==> src/rtl/awgn_pkg.sv <==
// awgn_pkg: sweep controller states and the SNR -> sigma table shared with the awgn datapath.
package awgn_pkg;

    typedef enum logic [2:0] {IDLE, RESEED, SETTLE, RUN, DRAIN, NEXT, DONE} state_t;

    localparam int SNR_POINTS = 10;

    // Q0.8 noise sigma per SNR point in dB
    localparam logic [7:0] SIGMA_LUT [0:SNR_POINTS-1] = '{
        8'd180, 8'd161, 8'd143, 8'd128, 8'd114, 8'd102, 8'd90, 8'd81, 8'd72, 8'd64
    };

    function automatic logic [7:0] sigma_of(input logic [3:0] snr);
        sigma_of = SIGMA_LUT[SNR_POINTS-1];
        for (int i = 0; i < SNR_POINTS; i++)
            if (snr == 4'(i)) sigma_of = SIGMA_LUT[i];
    endfunction

endpackage

==> src/rtl/awgn_sigma_lut.sv <==
// awgn_sigma_lut: combinational SNR (dB) to Q0.8 sigma lookup; out-of-range SNR saturates.
module awgn_sigma_lut
    import awgn_pkg::*;
(
    input  logic [3:0] snr_db,
    output logic [7:0] sigma
);

    always_comb sigma = sigma_of(snr_db);

endmodule

==> src/rtl/awgn_snr_sweep_ctrl.sv <==
// awgn_snr_sweep_ctrl: sequences an SNR sweep over the AWGN datapath, reseeding noise per point
// and streaming SAMPLES_PER_SNR symbols source -> datapath -> sink with valid/ready.
module awgn_snr_sweep_ctrl
    import awgn_pkg::*;
#(
    parameter int SAMPLES_PER_SNR = 32000,
    parameter int SNR_MIN         = 0,
    parameter int SNR_MAX         = 9,
    parameter int SETTLE_CYCLES   = 4,
    parameter int NOISE_LAT       = 1,
    parameter int CNT_W           = 20
)
(
    input  logic             clk,
    input  logic             reset,
    input  logic             start,
    input  logic             abort,
    input  logic             src_valid,
    output logic             src_ready,
    input  logic             sink_ready,
    output logic             sink_valid,
    output logic             noise_read,
    output logic             noise_reseed,
    output logic [7:0]       sigma,
    output logic [3:0]       snr_db,
    output logic [CNT_W-1:0] sample_cnt,
    output logic             done,
    output logic             err_overrun
);

    localparam int WAIT_W = 16;

    state_t              state, state_n;
    logic [WAIT_W-1:0]   wait_cnt;
    logic [NOISE_LAT-1:0] lat_sr;
    logic [3:0]          snr_n;
    logic [7:0]          sigma_n;
    logic                last_xfer, start_ok, overrun;

    awgn_sigma_lut u_sigma_lut (.snr_db(snr_n), .sigma(sigma_n));

    always_comb begin
        src_ready  = (state == RUN) && sink_ready;
        noise_read = src_valid && src_ready;
        last_xfer  = noise_read && (sample_cnt == CNT_W'(SAMPLES_PER_SNR - 1));
        start_ok   = start && (state == IDLE || state == DONE);
        sink_valid = lat_sr[0];
        overrun    = sink_valid && !sink_ready;
        state_n    = state;
        case (state)
            IDLE, DONE: if (start) state_n = RESEED;
            RESEED:     state_n = SETTLE;
            SETTLE:     if (wait_cnt == WAIT_W'(SETTLE_CYCLES - 1)) state_n = RUN;
            RUN:        if (last_xfer) state_n = DRAIN;
            DRAIN:      if (wait_cnt == WAIT_W'(NOISE_LAT - 1)) state_n = NEXT;
            NEXT:       state_n = (snr_db == 4'(SNR_MAX)) ? DONE : RESEED;
            default:    state_n = IDLE;
        endcase
        if (abort) state_n = IDLE;
        snr_n = abort ? snr_db
              : start_ok ? 4'(SNR_MIN)
              : (state == NEXT && snr_db != 4'(SNR_MAX)) ? snr_db + 4'd1
              : snr_db;
    end

    // wait_cnt restarts on every state change, so SETTLE and DRAIN both time from zero
    always_ff @(posedge clk) begin
        if (!reset) begin
            state        <= IDLE;
            wait_cnt     <= '0;
            lat_sr       <= '0;
            snr_db       <= 4'(SNR_MIN);
            sigma        <= sigma_of(4'(SNR_MIN));
            sample_cnt   <= '0;
            noise_reseed <= 1'b0;
            done         <= 1'b0;
            err_overrun  <= 1'b0;
        end else begin
            state        <= state_n;
            wait_cnt     <= (state_n != state) ? '0 : wait_cnt + WAIT_W'(1);
            lat_sr       <= abort ? '0 : (lat_sr >> 1) | (NOISE_LAT'(noise_read) << (NOISE_LAT - 1));
            snr_db       <= snr_n;
            sigma        <= sigma_n;
            sample_cnt   <= (abort || state_n == RESEED) ? '0 : sample_cnt + CNT_W'(noise_read);
            noise_reseed <= abort || state_n == RESEED;
            done         <= state_n == DONE;
            err_overrun  <= abort ? err_overrun
                          : (start_ok && state == IDLE) ? 1'b0
                          : err_overrun || overrun;
        end
    end

endmodule

==> config.mk <==
export PLATFORM = sky130hd
export DESIGN_NAME = awgn_snr_sweep_ctrl
export DESIGN_NICKNAME = d
export VERILOG_FILES = /design/src/rtl/awgn_pkg.sv /design/src/rtl/awgn_sigma_lut.sv /design/src/rtl/awgn_snr_sweep_ctrl.sv
export SDC_FILE = /design/constraint.sdc
export NUM_CORES = 1
export LEC_CHECK = 0
export ABC_AREA = 1
export CAP_MARGIN = 20
export CORE_MARGIN = 1
export CORE_UTILIZATION = 55
export CTS_BUF_LIST = sky130_fd_sc_hd__clkbuf_8 sky130_fd_sc_hd__clkbuf_16
export DETAILED_ROUTE_END_ITERATION = 8
export GPL_ROUTABILITY_DRIVEN = 0
export GPL_TIMING_DRIVEN = 1
export PLACE_DENSITY_LB_ADDON = 0.12
export SYNTH_ARGS = -nofsm -noshare
export SYNTH_HDL_FRONTEND = slang
export SYNTH_SLANG_ARGS = --single-unit
==> constraint.sdc <==
create_clock -name clk -period 6.2 [get_ports clk]
set_input_delay 1.55 -clock clk [delete_from_list [all_inputs] [get_ports clk]]
set_output_delay 1.55 -clock clk [all_outputs]
set_load 0.1 [all_outputs]
==> results of run 1 <==
[stage by stage]
stage                     instance area [um^2]  power [uW]  hold WS [ps]  cells  setup slack (ps)
after floorplan                           2680         390           430    379              1540
after global placement                    3140         397           447    471              1250
after detailed placement                  3140         397           454    471              1270
after CTS                                 3260         640           476    479              1250
after global routing                      3260         656           510    479              1210
final                                     3260         630           467    479              1260
[final cells by class]
class / count / area, um^2 / share of cell area, %
Tap cell: 54 / 67.6 / 2.07
Timing Repair Buffer: 43 / 428 / 13.1
Inverter: 55 / 206 / 6.33
Sequential cell: 55 / 1100 / 33.8
Multi-Input combinational cell: 264 / 1340 / 41.1
Clock inverter: 2 / 35.0 / 1.07
Clock buffer: 6 / 82.6 / 2.53
[logic make-up after synthesis]
logic type,count (synthesis)
simple gates,210
xor+xnor,31
buf+inv,60
fa+ha+maj,6
flops,55
compound gates,17
[worst paths after layout]
| check | to | cells past startpoint | slack, ps | start |
|---|---|---|---|---|
| max | src_ready | 4 | 1260 | sink_ready |
| min | wait_cnt[0] | 1 | 470 | wait_cnt[0] |
| max reg2reg | sample_cnt[18] | 14 | 3470 | state[2] |
| min reg2reg | wait_cnt[0] | 1 | 470 | wait_cnt[0] |
[power by group]
part | internal (uW) | switching (uW) | total, uW
clock network | 131 | 111 | 242
registers | 355 | 2.19 | 358
logic | 9.16 | 21.7 | 30.9
total | 495 | 135 | 630
[state kept, by name, indices dropped and copies added (netlist names)]
register      flops
sample_cnt       20
snr_db            4
sigma             8
state             3
err_overrun       1
done              1
sink_valid        1
wait_cnt         16
noise_reseed      1
[metal layers]
layer | global-route usage (%) | share of wire [%] | vias to the layer above
li1 | - | - | 1246
met1 | 25.5 | 46 | 1039
met2 | 37.1 | 49 | 58
met3 | 4.78 | 3.8 | 6
met4 | 6.54 | 1.1 | 0
met5 | 0 | 0 | -
[cell usage after synthesis (all sizes together)]
cell type and number:
inv 54, nand4 3, nand2 78, nand3 31, ha 6, nor2 87, o21ai 7, xnor2 12
nor3 5, a31oi 1, nand3b 1, clkinv 1, dfxtp 55, and3 1, or2 1, o211ai 1
a21oi 7, buf 5, nor3b 2, xor2 19, nor4 1, a21o 1
==> impl.org, run 1 <==
** Logic synthesis
- In this run, synthesis produced a sequential element count of 55.
- Syn Area/Cell :: 7.07 um^2
- Post-synth top area cell :: sky130_fd_sc_hd__dfxtp_1
- The top cell type by area accounts for 41.1% of the synthesized area.
- Post-Synth Adder-Cell Area :: 2.80%
- The synthesized netlist devotes 33.7% of its cell area to simple gates.
- Sequential element share of the synthesized area :: 41.1%
- After synthesis, the share of cell area in mux cells is 0%.
- Synth Area in XOR/XNOR :: 10.1%
- Post-synthesis compound-gate area fraction :: 3.41%
- The Yosys step of the flow raised 0 warnings.
- Combined area of all synthesized cells :: 0.00268 mm^2
- Main combinational cell family by area after synthesis :: simple AND/OR/NAND/NOR gates
- Distinct cell type count after synthesis :: 30
- Gate count of the mapped netlist :: 379
- Main area contributors after synthesis :: sky130_fd_sc_hd__dfxtp_1 (41%), sky130_fd_sc_hd__nor2_1 (11%), sky130_fd_sc_hd__nand2_1 (11%), sky130_fd_sc_hd__inv_1 (7.4%), sky130_fd_sc_hd__xor2_1 (6.2%)
- The number of nets in the synthesized netlist is 391.

** Clock network
- Clock Tree Buf Depth :: 2
- Number of buffers inserted by post-CTS setup repair :: 0
- Buffers inserted during clock tree synthesis total 5.
- TritonCTS clock tree :: built
- The later pin in the worst-skew pair is clocked with a latency of 300 ps.
- Cts repair resizes :: 0
- Clock tree synthesis found a total of 55 sinks.
- Clock-pin slew was measured on the worst setup and hold paths at 90 ps.
- Hold buffers post-CTS :: 0
- In this run the clock root is driven by a sky130_fd_sc_hd__clkbuf_8.
- The clock tree synthesis step divided the H-tree into 2 levels.

** Floorplan
- From bottom edge to top edge, the die measures 71.8 um.
- The core region is 0.00469 mm^2.
- Measured along the x axis, the die boundary spans 71.8 um.
- For this configuration, the core starts out at a cell density of 57.1%.
- In this run the core area contains 25 standard-cell rows.
- Die Area :: 0.00516 mm^2
- 44 I/O pins were placed.

** Global routing
- Remaining global-route overflow :: 0
- Entering global routing, the biggest net connects 21 pins.
- Global routing used 21.1% of the available tracks across all layers.
- Number of antenna violations at the first check in global routing :: 0
- Wire length of the first global-routing pass :: 8670 um
- The via count of the first global-routing pass was 2070.

** Finish
- Once layout is complete, the utilization of the core stands at 69.5%.
- The number of antenna diodes in the final layout is 0.
- Fill cells :: 415
- Net count, final :: 436
- Top library cells by usage in the layout, fill and taps aside :: sky130_fd_sc_hd__nor2_1 (77), sky130_fd_sc_hd__nand2_1 (75), sky130_fd_sc_hd__dfxtp_1 (55)
- Leaving out fill and tap cells, the most frequent cell in the layout is sky130_fd_sc_hd__nor2_1.
- From synthesis to final layout, the design area changed by 21.7%.
- Share of cells above drive strength 1 :: 5.65%

** Routing
- Vias per Instance :: 4.90
- Antenna violation net count after detailed routing :: 0
- Via count :: 2349
- The first TritonRoute pass finished after 4 iterations.
- The detailed router finished its first iteration with 104 violations.
- Total wire length after detailed routing :: 5040 um
- Final routed DRC violation total :: 0
- Post-detailed-route wirelength per cell :: 10.5 um

** Power and ir drop
- Power per cell area :: 193 mW/mm^2
- The worst-case IR drop observed on VDD is 0.000142 V.
- In this run the static leakage power is 0.00130 uW.

** Critical path
- Startpoint class of the critical path :: input port
- Cell with the biggest individual delay on the critical path :: sky130_fd_sc_hd__clkdlybuf4s50_1
- The worst setup path is captured at an output pin.
- CP arrival :: 3390 ps
- By startpoint and endpoint, the worst setup path is classified as input port to output pin.
- Among the stages of the critical path, the cell type that occurs most often is sky130_fd_sc_hd__clkdlybuf4s50_1.
- Worst stage delay on the critical path :: 1160 ps
- Counting both buffers and inverters, the worst setup path holds a total of 3.
- In this design, the largest share of critical-path delay is due to buffers and inverters.
- Cell-by-cell trace of the critical path :: clkdlybuf4s50_1 > inv_1 > nor2_1 > clkdlybuf4s50_1
- Along the worst path, the maximum fanout reaches 3.
- Critical path required time :: 4650 ps

** STA
- Worst Skew :: 7.13 ps
- Headroom to the max-slew limit came out at 33.1%.
- Tightest Pin Transition :: 1000 ps
- Setup repair after global routing left no endpoint under its margin.
- Minimum period implied by the final worst setup slack :: 4940 ps
- Based on the critical path, the design can be clocked at up to 202 MHz.
- Setup violations remaining at the end of the flow were counted as 0.
- Setup TNS :: 0 ps
- The final max-slew violation count is 0.
- The final critical path takes up 79.7% of the cycle.
- Final-report hold violation count :: 0

** Run
- Across the run, the number of max-cap violations was 0.

** Outcome
- Result of the run :: finished, final reports clean

** Placement
- Port Buf Inserts :: 43
- Half-perimeter wire length after detailed placement :: 3780 um

** Worst hold path
- Hold crit path type :: flip-flop to flip-flop
Note: power is estimated with default switching activity, not from simulation.
==> inputs of run 2 (changes only) <==
- CORE_UTILIZATION: 55 -> 48
- clock period: 6.2 -> 4.1 ns (I/O delays scaled with it)
==> run 2 against run 1 <==
  * First-iteration DRC count down 36%
  * Sequential cell count unchanged
  * Highest routed layer unchanged
  * Largest cell class unchanged
  * Count of clock-buffer cells in the layout down 1
==> impl.org, run 2 (synthesis gave the netlist of run 1 again) <==
** Outcome
- Result of the run: finished, final reports clean (unchanged).

** Floorplan
- Standard-cell rows :: 26 (was 25)
- Die height :: 76.7 um (was 71.8 um)
- The area of the die was 0.00589 mm^2 (was 0.00516 mm^2).
- Initial cell density of the core :: 51.2% (was 57.1%)
- The core area came to 0.00524 mm^2 (was 0.00469 mm^2).
- The number of I/O pins was 44 (unchanged).
- The chip width came to 76.7 um (was 71.8 um).

** Finish
- The number of antenna diodes is 0 (unchanged).
- Share of cells above drive strength 1 :: 5.42% (was 5.65%)
- Signed area change from the synthesized netlist to the final layout :: 22.0% (was 21.7%)
- The number of nets in the layout is 436 (unchanged).
- The number of flip-flops under the largest register name is 20 (unchanged).
- Leading registers by flop count :: sample_cnt x20, wait_cnt x16, sigma x8 (unchanged)
- Top library cells by usage in the layout, fill and taps aside :: sky130_fd_sc_hd__nor2_1 (77), sky130_fd_sc_hd__nand2_1 (75), sky130_fd_sc_hd__dfxtp_1 (55) (unchanged)
- The most common cell after layout, fill and taps aside is sky130_fd_sc_hd__nor2_1 (unchanged).
- The register bank with the most flops is sample_cnt (unchanged).

** STA
- RSZ-0062 raised after global routing :: false (unchanged)
- Tightest Pin Transition :: 982 ps (was 1000 ps)
- Final setup violation count :: 0 (unchanged)
- Max Transition Viols Final :: 0 (unchanged)
- Of the available clock period, the critical path in the final layout requires 78.3%.
- The number of hold-slack violations in the final timing report was 0 (unchanged).
- For this run, the top clock speed supported by timing is 312 MHz.
- Worst Skew :: 10.5 ps (was 7.13 ps)
- Setup TNS :: 0 ps (unchanged)
- Slew headroom :: 34.3% (was 33.1%)
- Minimum period implied by the final worst setup slack :: 3210 ps

** Critical path
- Nature of the critical path endpoint :: flip-flop (was output pin)
- The worst flop-to-flop path endpoint is sample_cnt[18] (unchanged).
- The register-to-register path setup slack came to 1450 ps (was 3470 ps).
- R2r startpoint :: state[2] (unchanged)
- The critical path launch point type is an input port (unchanged).
- CP arrival :: 3440 ps (was 3390 ps)
- The depth of the worst register-to-register path came to 14 (unchanged).
- Category of the most critical setup path :: input port to flip-flop (was input port to output pin)
- Critical path required time :: 4330 ps (was 4650 ps)
- The largest fanout of any net on the critical path came to 4 (was 3).

** Worst hold path
- The worst hold-check path type was flip-flop to flip-flop (unchanged).
- The number of instances on the worst hold path was 1 (unchanged).
- The startpoint of the most critical hold path was wait_cnt[0] (unchanged).
- The end point of the most critical hold path is wait_cnt[0] (unchanged).

** Global routing
- Remaining global-route overflow :: 0 (unchanged)
- Wire length of the first global-routing pass :: 9090 um (was 8670 um)
- Number of antenna violations at the first check in global routing :: 0 (unchanged)
- Via count of the first global-routing pass :: 2166 (was 2070)
- GRT Total Usage :: 18.9% (was 21.1%)
- Maximum number of pins on one net before global-route repair :: 21 (unchanged)

** Clock network
- Clock sink total :: 55 (unchanged)
- Clock Tree Buf Depth :: 2 (unchanged)
- The count of instances resized after the clock tree is built was 0 (unchanged).
- Hold buffers post-CTS :: 0 (unchanged)
- Cts bufs inserted :: 5 (unchanged)
- Htree depth :: 2 (unchanged)
- Number of buffers inserted by post-CTS setup repair :: 0 (unchanged)
- TritonCTS clock tree :: built (unchanged)
- The clock insertion delay at the later pin of the skew report is 310 ps (was 300 ps).
- Worst-path clk slew :: 90 ps (about the same)
- Master cell of the clock root buffer :: sky130_fd_sc_hd__clkbuf_8 (unchanged)

** Routing
- Total wire length after detailed routing :: 5100 um (was 5040 um)
- The number of design-rule violations left by the first detailed-router iteration is 67 (was 104).
- The detailed-route DRC error count is 0 (unchanged).
- Post-detailed-route wirelength per cell :: 10.3 um (was 10.5 um)
- The via density per instance is 4.71 (was 4.90).
- Via count :: 2326 (was 2349)
- The number of antenna-violating nets in the routed design came to 0 (unchanged).
- First-pass iteration count of the detailed router :: 4 (unchanged)

** Power and ir drop
- The maximum vdd ir drop is 0.000192 V (was 0.000142 V).
- The total power came to 929 uW (was 630 uW).
- Power per cell area :: 284 mW/mm^2 (was 193 mW/mm^2)
- Leak Pwr :: 0.00130 uW (about the same)

** Placement
- Half-perimeter wire length after detailed placement :: 3880 um (was 3780 um)
- Port Buf Inserts :: 43 (unchanged)

** Run
- Max Cap Viol :: 0 (unchanged)
run 2: changes by cell type in the layout (fill, tap and decap cells not counted):
| cell | change |
|---|---|
| sky130_fd_sc_hd__nor3b_4 | +1 |
| sky130_fd_sc_hd__nor3b_2 | -1 |
| sky130_fd_sc_hd__clkdlybuf4s50_1 | -1 |
| sky130_fd_sc_hd__inv_1 | +1 |
| sky130_fd_sc_hd__clkinv_2 | -1 |
| sky130_fd_sc_hd__clkbuf_8 | -1 |
| sky130_fd_sc_hd__buf_4 | +1 |
run 2: cell type report:
class | count | area, um^2
fillers | 502 | 1970
multi-input cells | 264 | 1350
flip-flops and latches | 55 | 1100
repair buffers | 43 | 425
inverters | 55 | 206
well taps | 70 | 87.6
clock buffers | 5 | 68.8
clock inverters | 2 | 33.8
run 2: per-stage QoR:
stage	cells	setup WS (ps)	area, um^2	hold slack (ps)	utilization [%]
2_1_floorplan	379	401	2690	430	-
3_3_place_gp	487	664	3170	447	60.5
3_5_place_dp	487	609	3170	458	60.5
4_1_cts	494	928	3270	480	62.4
5_1_grt	494	644	3270	528	62.4
6_report	494	890	3270	476	62.4
run 2: per-layer routing:
| metal | routed length (um) | vias to the layer above | share of wire (%) | track usage [%] |
|---|---|---|---|---|
| met5 | 0 | - | 0 | 0 |
| met4 | 70 | 0 | 1.4 | 7.31 |
| met3 | 234 | 8 | 4.6 | 4.17 |
| met2 | 2440 | 62 | 48 | 32.2 |
| met1 | 2350 | 1008 | 46 | 23.1 |
| li1 | - | 1248 | - | - |
run 2: worst max path at each step:
stage | to | startpoint | depth (start not counted) | slack, ps
2_1_floorplan | sample_cnt[16] | sink_ready | 13 | 400
3_3_place_gp | sample_cnt[18] | sink_ready | 14 | 660
3_5_place_dp | sample_cnt[18] | sink_ready | 14 | 610
4_1_cts | sample_cnt[18] | sink_ready | 14 | 930
5_1_grt | sample_cnt[18] | sink_ready | 14 | 640
6_report | sample_cnt[18] | sink_ready | 14 | 890
run 2: report_power, final:
| part | leakage [uW] | internal (uW) | switching (uW) | total, uW |
|---|---|---|---|---|
| sequential | 0.000444 | 538 | 3.41 | 541 |
| combinational | 0.000802 | 14.0 | 33.2 | 47.1 |
| clock | 0.0000554 | 177 | 164 | 340 |
run 2: critical path, cell delays in order:
cell                              delay, ps
sky130_fd_sc_hd__clkdlybuf4s50_1        450
sky130_fd_sc_hd__inv_1                   80
sky130_fd_sc_hd__nor3b_4                250
sky130_fd_sc_hd__ha_1                   200
sky130_fd_sc_hd__ha_1                   180
sky130_fd_sc_hd__nand2_1                 60
sky130_fd_sc_hd__nor2_1                 190
sky130_fd_sc_hd__nand2_1                110
sky130_fd_sc_hd__nor2_1                 170
sky130_fd_sc_hd__nand2_1                130
sky130_fd_sc_hd__nor4_1                 280
sky130_fd_sc_hd__xor2_1                 180
sky130_fd_sc_hd__inv_1                   50
sky130_fd_sc_hd__nor2_1                  80
==> inputs of run 3 (changes only) <==
- CORE_UTILIZATION: 48 -> 53
- clock period: 4.1 -> 3.2 ns (I/O delays scaled with it)
==> run 3 against run 2 <==
  * Sequential share of layout area increased by 0.21 points
  * Clock skew decreased by 6.9 ps
  * Critical path type is now input port to output pin
  * Worst hold slack got worse by 5.1 ps
  * Routed wire length increased by 0.39%
  * Total power increased by 19%
==> impl.org, run 3 (synthesis gave the netlist of run 1 again) <==
** Global routing
- The overall routing resource usage came to 20.6% (was 18.9%).
- The largest net degree at the start of global routing is 21 (unchanged).
- The via count of the first global-routing pass is 2057 (was 2166).
- The number of antenna violations at the first check in global routing came to 0 (unchanged).
- Remaining global-route overflow :: 0 (unchanged)
- The global-route wire length before repair is 8530 um (was 9090 um).

** Floorplan
- The starting utilization of the core area was 56.0% (was 51.2%).
- The die extent in y was 73.1 um (was 76.7 um).
- The number of I/O pins is 44 (unchanged).
- The chip width came to 73.1 um (was 76.7 um).
- Die Area :: 0.00535 mm^2 (was 0.00589 mm^2)
- The core area came to 0.00479 mm^2 (was 0.00524 mm^2).
- Standard-cell rows :: 25 (was 26)

** Critical path
- The data required time of the critical path came to 2400 ps (was 4330 ps).
- Cell-by-cell trace of the critical path: clkdlybuf4s50_1 > inv_12 > nor3b_4 > buf_4 > buf_12 (was clkdlybuf4s50_1 > inv_1 > nor3b_4 > ha_1 > ha_1 > nand2_1 > nor2_1 > nand2_1 > nor2_1 > nand2_1 > nor4_1 > xor2_1 > inv_1 > nor2_1).
- Count of buffering cells on the critical path with inverters included :: 4 (was 3)
- The critical path launch point type is an input port (unchanged).
- The largest fanout of any net on the critical path was 3 (was 4).
- CP arrival :: 1990 ps (was 3440 ps)
- Source of the critical timing path :: sink_ready (unchanged)
- Worst stage delay on the critical path :: 620 ps (was 450 ps)
- Largest delay share family, worst path :: buffers and inverters (was simple AND/OR/NAND/NOR gates)
- The type of the setup path with the least slack is input port to output pin (was input port to flip-flop).
- R2r startpoint :: state[2] (unchanged)
- The type of destination of the critical path was an output pin (was flip-flop).
- The highest-delay cell along the critical path was sky130_fd_sc_hd__clkdlybuf4s50_1 (unchanged).

** Power and ir drop
- Leak Pwr :: 0.00137 uW (was 0.00130 uW)
- Power per cell area :: 339 mW/mm^2 (was 284 mW/mm^2)
- Peak ir drop on the vdd network :: 0.000242 V (was 0.000192 V)
- Final total power :: 1100 uW (was 929 uW)

** Clock network
- The clock buffer count from CTS came to 5 (unchanged).
- The buffer cell driving the clock tree root is sky130_fd_sc_hd__clkbuf_8 (unchanged).
- The clock tree buffer depth is 2 (unchanged).
- Worst-path clk slew :: 80 ps (was 90 ps)
- Cts repair resizes :: 0 (unchanged)
- The clock insertion delay at the later pin of the skew report is 300 ps (was 310 ps).
- Htree depth :: 2 (unchanged)
- The buffers inserted during post-CTS setup optimization is 0 (unchanged).
- The clock tree from TritonCTS was built (unchanged).
- The number of clock sinks was 55 (unchanged).
- Hold buffers post-CTS :: 0 (unchanged)

** Finish
- Most common cell after layout, fill and taps aside :: sky130_fd_sc_hd__nor2_1 (unchanged)
- The number of nets in the layout is 438 (was 436).
- Top library cells by usage in the layout, fill and taps aside :: sky130_fd_sc_hd__nor2_1 (74), sky130_fd_sc_hd__nand2_1 (72), sky130_fd_sc_hd__dfxtp_1 (55) (was sky130_fd_sc_hd__nor2_1 (77), sky130_fd_sc_hd__nand2_1 (75), sky130_fd_sc_hd__dfxtp_1 (55))
- Max reg flops :: 20 (unchanged)
- Antenna cells :: 0 (unchanged)
- The register bank with the most flops is sample_cnt (unchanged).
- The number of fillers in the final layout was 437 (was 502).
- Sequential cell area :: 0.00110 mm^2 (unchanged)
- The area of the multi-input gates is 0.00140 mm^2 (was 0.00135 mm^2).
- Leading registers by flop count :: sample_cnt x20, wait_cnt x16, sigma x8 (unchanged)
- The utilization after layout came to 67.9% (was 62.4%).
- The area added between synthesis and finish is 21.2% (was 22.0%).
- The proportion of layout cells with a drive suffix above 1 is 16.7% (was 5.42%).

** Routing
- Highest signal layer in the routed design :: met4 (unchanged)
- Antenna violation net count after detailed routing :: 0 (unchanged)
- The wire length on met1 came to 2360 um (was 2350 um).
- The number of design-rule violations left by the first detailed-router iteration came to 106 (was 67).
- First-pass iteration count of the detailed router :: 4 (unchanged)
- Routed wire length on met2 :: 2460 um (was 2440 um)
- The amount of wire on met3 after detailed routing was 232 um (was 234 um).
- Final routed DRC violation total :: 0 (unchanged)
- Total wire length after detailed routing :: 5120 um (was 5100 um)
- Via count :: 2316 (was 2326)
- The average wire per cell in the routed design was 10.4 um (was 10.3 um).
- The via density per instance came to 4.71 (about the same).

** STA
- The clock skew after layout came to 3.54 ps (was 10.5 ps).
- Setup TNS :: 0 ps (unchanged)
- Worst path setup slack after routing :: 411 ps (was 890 ps)
- Post-route fraction of the period consumed by the critical path :: 87.2%
- Tightest Pin Transition :: 450 ps (was 982 ps)
- Derived from the worst setup path, the maximum achievable clock frequency is 359 MHz.
- Max Transition Viols Final :: 0 (unchanged)
- Final setup violation count :: 0 (unchanged)
- Final-report hold violation count :: 0 (unchanged)
- RSZ-0062 raised after global routing :: false (unchanged)
- Minimum period implied by the final worst setup slack :: 2790 ps
- The worst-case headroom to the max-slew limit is 70.0% (was 34.3%).
- Worst hold slack :: 471 ps (was 476 ps)

** Placement
- Post-Place Setup Slack :: 100 ps (was 609 ps)
- The HPWL reported at the end of detailed placement came to 4040 um (was 3880 um).
- The count of port buffers added during placement is 43 (unchanged).

** Worst hold path
- Hold crit path type :: flip-flop to flip-flop (unchanged)
- Worst Hold Launch :: wait_cnt[0] (unchanged)

** Outcome
- Result of the run: finished, final reports clean (unchanged).

** Run
- The total of max-cap violations was 0 (unchanged).
==> run 3: layer usage <==
metal	track usage [%]	vias up
li1	-	1250
met4	6.54	0
met2	34.7	39
met5	0	-
met1	25.1	1018
met3	6.22	9
==> run 3: cell type report <==
class / instances / area share [%]
clock buffer: 5 / 2.12
clock inverter: 1 / 0.116
inverter: 55 / 6.74
multi-input combinational: 264 / 43.0
sequential: 55 / 33.9
tap: 67 / 2.58
timing repair buffer: 45 / 11.6
==> run 3: report_power, final <==
| part | switching, uW | internal [uW] | total [uW] |
|---|---|---|---|
| combinational | 44.1 | 19.5 | 63.5 |
| clock | 201 | 143 | 344 |
| sequential | 4.11 | 689 | 693 |
| total | 249 | 851 | 1100 |
==> run 3: stage by stage <==
step / area (um^2) / instances
6_report: 3250 / 492
5_1_grt: 3250 / 492
4_1_cts: 3250 / 492
3_5_place_dp: 3180 / 486
3_3_place_gp: 3180 / 486
2_1_floorplan: 2750 / 379
==> run 3: path summary, 6_finish.rpt <==
check,endpoint,slack (ps),cells after the start
max,noise_read,410,5
min,wait_cnt[0],470,1
max reg2reg,sample_cnt[18],860,14
min reg2reg,wait_cnt[0],470,1
